===== src/rtl/fifo_pkg.sv =====
// fifo_pkg: shared types and constants for the FIFO stream reader.
//   occ_t         - skid buffer occupancy state (S_EMPTY, S_ONE, S_TWO)
//   WIDTH_DEFAULT - default data word width
//   SKID_DEPTH    - number of words the skid buffer holds
package fifo_pkg;
    typedef enum logic [1:0] {S_EMPTY = 2'd0, S_ONE = 2'd1, S_TWO = 2'd2} occ_t;
    localparam int WIDTH_DEFAULT = 8;
    localparam int SKID_DEPTH = 2;
endpackage


===== src/rtl/fifo_rdr_skid.sv =====
// fifo_rdr_skid: two-entry ordered buffer between the FIFO read port and the stream.
//   clk, rst  - clock, synchronous active-high reset
//   push, din - write din at the tail
//   pop       - remove the head (ignored when empty)
//   dout      - head entry
//   occupancy - number of stored words as occ_t
module fifo_rdr_skid
    import fifo_pkg::*;
#(
    parameter int WIDTH = WIDTH_DEFAULT
) (
    input  logic             clk,
    input  logic             rst,
    input  logic             push,
    input  logic             pop,
    input  logic [WIDTH-1:0] din,
    output logic [WIDTH-1:0] dout,
    output occ_t             occupancy
);
    occ_t occ, occ_nx;
    logic [WIDTH-1:0] head, tail, head_nx, tail_nx;

    always_ff @(posedge clk) begin
        if (rst) begin
            occ  <= S_EMPTY;
            head <= '0;
            tail <= '0;
        end else begin
            occ  <= occ_nx;
            head <= head_nx;
            tail <= tail_nx;
        end
    end

    // A push in S_TWO without a pop cannot happen: the reader never has more
    // words outstanding than free slots, so that case simply holds.
    always_comb begin
        occ_nx  = occ;
        head_nx = head;
        tail_nx = tail;
        case (occ)
            S_EMPTY: if (push) begin
                head_nx = din;
                occ_nx  = S_ONE;
            end
            S_ONE: if (push && pop) head_nx = din;
            else if (push) begin
                tail_nx = din;
                occ_nx  = S_TWO;
            end else if (pop) occ_nx = S_EMPTY;
            S_TWO: if (pop) begin
                head_nx = tail;
                if (push) tail_nx = din;
                else occ_nx = S_ONE;
            end
            default: occ_nx = S_EMPTY;
        endcase
    end

    assign dout      = head;
    assign occupancy = occ;
endmodule


===== src/rtl/fifo_stream_reader.sv =====
// fifo_stream_reader: pops a first-word-fall-through-less FIFO and presents a valid/ready stream.
//   clk, rst   - clock, synchronous active-high reset
//   empty      - FIFO empty flag
//   fifo_data  - FIFO read data, valid the cycle after rd_en
//   rd_en      - FIFO pop request
//   m_valid, m_ready, m_data - output stream
//   rd_count   - delivered word count, only when FIFO_RDR_STATS_EN is defined
module fifo_stream_reader
    import fifo_pkg::*;
#(
    parameter int WIDTH = WIDTH_DEFAULT
) (
    input  logic             clk,
    input  logic             rst,
    input  logic             empty,
    input  logic [WIDTH-1:0] fifo_data,
    output logic             rd_en,
    output logic             m_valid,
    input  logic             m_ready,
    output logic [WIDTH-1:0] m_data
`ifdef FIFO_RDR_STATS_EN
    ,
    output logic [15:0]      rd_count
`endif
);
    occ_t occ;
    logic inflight, xfer;
    logic [WIDTH-1:0] head;
    logic [2:0] level;

    assign m_valid = !rst && occ != S_EMPTY;
    assign m_data  = m_valid ? head : '0;
    assign xfer    = m_valid && m_ready;
    // Words held plus the one in flight, minus the one leaving this cycle.
    assign level   = {1'b0, occ} + {2'b0, inflight} - {2'b0, xfer};
    assign rd_en   = !rst && !empty && level < 3'(SKID_DEPTH);

    always_ff @(posedge clk) begin
        if (rst) inflight <= 1'b0;
        else inflight <= rd_en;
    end

    fifo_rdr_skid #(.WIDTH(WIDTH)) u_skid (
        .clk(clk),
        .rst(rst),
        .push(inflight),
        .pop(xfer),
        .din(fifo_data),
        .dout(head),
        .occupancy(occ)
    );

`ifdef FIFO_RDR_STATS_EN
    always_ff @(posedge clk) begin
        if (rst) rd_count <= '0;
        else if (xfer) rd_count <= rd_count + 16'd1;
    end
`endif
endmodule


===== config.mk =====
export PLATFORM = sky130hd
export DESIGN_NAME = fifo_stream_reader
export DESIGN_NICKNAME = d
export VERILOG_FILES = /design/src/rtl/fifo_pkg.sv /design/src/rtl/fifo_rdr_skid.sv /design/src/rtl/fifo_stream_reader.sv
export SDC_FILE = /design/constraint.sdc
export NUM_CORES = 1
export LEC_CHECK = 0
export BUFFER_PORTS_ARGS = -buffer_cell sky130_fd_sc_hd__buf_4
export CORE_UTILIZATION = 50
export DETAILED_ROUTE_END_ITERATION = 8
export PLACE_DENSITY = 0.74
export SETUP_SLACK_MARGIN = 0.05
export SLEW_MARGIN = 10
export SYNTH_ARGS = -nofsm -noshare
export SYNTH_HDL_FRONTEND = slang
export SYNTH_SLANG_ARGS = --single-unit
export TNS_END_PERCENT = 5

===== constraint.sdc =====
create_clock -name clk -period 4.8 [get_ports clk]
set_clock_uncertainty 0.1 [all_clocks]
set_input_delay 0.24 -clock clk [delete_from_list [all_inputs] [get_ports clk]]
set_output_delay 0.24 -clock clk [all_outputs]
set_load 0.02 [all_outputs]

==> run summary <==
Min Tclk post-route: 2.78 ns
CTS H-Tree Depth: 1
Clock root buffer: clkbuf_4
RSZ-0062 raised after global routing: no
IO Count: 22
Initial drt markers: 6
CP Data Required Time: 4.46 ns
DP Wirelength: 1.43 mm
IO Port Bufs: 21
Hold Crit Start: empty
Drt wl/cell: 13.9 um
Detail Route Antenna Nets: 0
Slew HR: 61.8%
Via count: 758
DIE AREA: 2200 sq um
GPL Wtd Cong: 0.757
Mapped cell area: 1010 sq um
Initial antenna violation count: 0
Chip width: 46.9 um
Final setup violation count: 0
Fill count: 170
Type of the worst setup path: reg2out
Final setup margin: 2.02 ns
Final WL: 1.96 mm
Cell Pwr Density: 258 nW/um^2
Pre-CTS WS: 2.34 ns
Placed cell count: 137
Final setup TNS: 0 ns
Critical R2R Capture: inflight
Core ar.: 1800 sq um
Max-slew violation count: 0
Clock Sinks: 19
Total GRT Usage: 20.1%
Grt total ovfl: 0
Fin. Hold Viols: 0
CP Capture Type: output pin
Hold-fix buffers, CTS: 0
Ratio of cells with drive above 1 in the final layout: 31.0%
Register-to-register setup slack: 2.54 ns
Peak Freq: 359 MHz
Layout net count: 130
Fin cells: 141
Cells on Worst Hold Path: 2
Tightest Pin Transition: 0.572 ns
Area share of and/or/nand/nor cells after synthesis: 21.9%
Max Buffers Root-to-Sink: 2
Initial core utilization: 56.0%
Max-cap violations: 0
Synth Area in Adders: 1.98%
Critical Path Fanout Max: 12
Syn Inst Count: 97
Die Y-Extent: 46.9 um
TritonCTS Buffers: 3
#FFs+latches synth: 19
Pre-antenna DRT Iters: 5
Hold Crit Class: in2reg
Synth warn: 0
Register area share after synthesis: 37.7%
Clock-pin slew on the worst setup and hold paths: 0.11 ns
Num rows: 15
Number of global-route vias before repair: 685
Mux cell area share after synthesis: 16.9%
Reg2Reg Depth: 6
Critical Path AT: 2.44 ns
Maximum vdd drop: 0.000150 V
DRC Markers: 0
Largest net degree at the start of global routing: 24
XOR/XNOR share of the synthesized area: 0.867%
Post-CTS Setup Bufs: 0
Synth Area in Compound Gates: 17.1%
Outcome: finished clean
Final worst-path cycle share: 58.0%
LEAKAGE: 0.576 nW
Layout overhead on the synthesized area: 17.7%
Vias per std cell: 5.38
CP Launch Type: flip-flop
Yosys cell types: 25
Post_cts resized: 0
Synthesized Nets: 110
Main combinational cell family by area after synthesis: simple AND/OR/NAND/NOR gates
TritonCTS clock tree: yes
Worst-Skew Late Latency: 0.29 ns
Origin of the critical flop-to-flop path: u_skid.occupancy[1]
First-pass GRT wire length: 3.02 mm
ANT cells: 0
Worst Hold End: inflight
Syn Area/Cell: 10.4 sq um
[worst max-delay path, cell delays in order (launching register included)]
cell and delay (ns):
dfxtp_1 0.56, and4bb_4 0.41, a21o_1 0.11, nand2_1 0.06
fa_1 0.39, xor2_1 0.17, nor4b_1 0.26, buf_4 0.19
[layout make-up]
class / instances / area (sq um) / share of cell area, %
clock buffers: 4 / 26.3 / 2.21
well taps: 25 / 31.3 / 2.63
repair buffers: 21 / 158 / 13.3
flip-flops and latches: 19 / 380 / 32.0
multi-input cells: 72 / 593 / 49.9
[state kept, by name, summed over array words and instances (netlist names)]
| register | cells |
|---|---|
| u_skid.dout | 8 |
| u_skid.tail | 8 |
| u_skid.occupancy | 2 |
| inflight | 1 |
[synthesized netlist by cell type (all sizes together)]
cell | count | area [sq um]
clkbuf | 1 | 3.75
or2 | 1 | 6.26
nor4b | 2 | 17.5
a32oi | 1 | 27.5
nor2 | 13 | 48.8
dfxtp | 19 | 380
a21oi | 2 | 10.0
and4bb | 1 | 16.3
o22a | 1 | 8.76
nand2b | 2 | 12.5
nand2 | 1 | 3.75
a21boi | 1 | 18.8
nor2b | 3 | 26.3
a211oi | 8 | 100
mux2i | 17 | 170
nor3 | 8 | 40.0
xor2 | 1 | 8.76
and2 | 8 | 50.1
fa | 1 | 20.0
buf | 5 | 32.5
a21o | 1 | 7.51
[stage by stage]
stage	area [sq um]	utilization [%]	power (W)	hold slack [ns]
2_1_floorplan	1010	-	0.000215	0.219
4_1_cts	1190	66.0	0.000311	0.0157
6_report	1190	66.0	0.000307	0.0289
3_3_place_gp	1160	64.5	0.000229	0.323
3_5_place_dp	1160	64.5	0.000231	0.341
5_1_grt	1190	66.0	0.000322	0.0105
[where the power goes]
part           total [W]  internal (W)  switching (W)
sequential      0.000173      0.000166     0.00000674
combinational  0.0000542     0.0000265      0.0000277
clock          0.0000800     0.0000323      0.0000477
[metal layers]
layer	share of wire (%)	track usage (%)
met1	46	25.4
met2	50	33.9
met3	3.2	3.46
met4	0.61	8.57
met5	0	0
[layout by cell type, fill, tap and decap left out, types with 2 or more instances in the layout]
cell type,n
dfxtp_1,19
nor3_1,8
and2_1,8
mux2i_1,17
nor2b_1,2
nand2b_1,2
buf_4,21
a211oi_2,8
nor4b_1,2
clkbuf_4,3
a21oi_1,2
nor2_1,13
[how the worst max path moves through the flow]
| stage | depth (start not counted) | end | startpoint | slack (ns) |
|---|---|---|---|---|
| after detailed placement | 7 | rd_en | u_skid.occupancy[1] | 2.34 |
| after global placement | 8 | rd_en | rst | 2.40 |
| after CTS | 7 | rd_en | u_skid.occupancy[1] | 1.98 |
| after floorplan | 7 | rd_en | u_skid.occupancy[1] | 2.05 |
| after global routing | 7 | rd_en | u_skid.occupancy[1] | 1.82 |
| final | 7 | rd_en | u_skid.occupancy[1] | 2.02 |
[logic make-up after synthesis]
group,Yosys count
xor gates and xnor gates,1
muxes,17
and+or+nand+nor,39
DFF,19
AOI/OAI and AO/OA,14
buffers and inverters,6
adders and majority gates,1
Power figures use the tool's default switching activity.
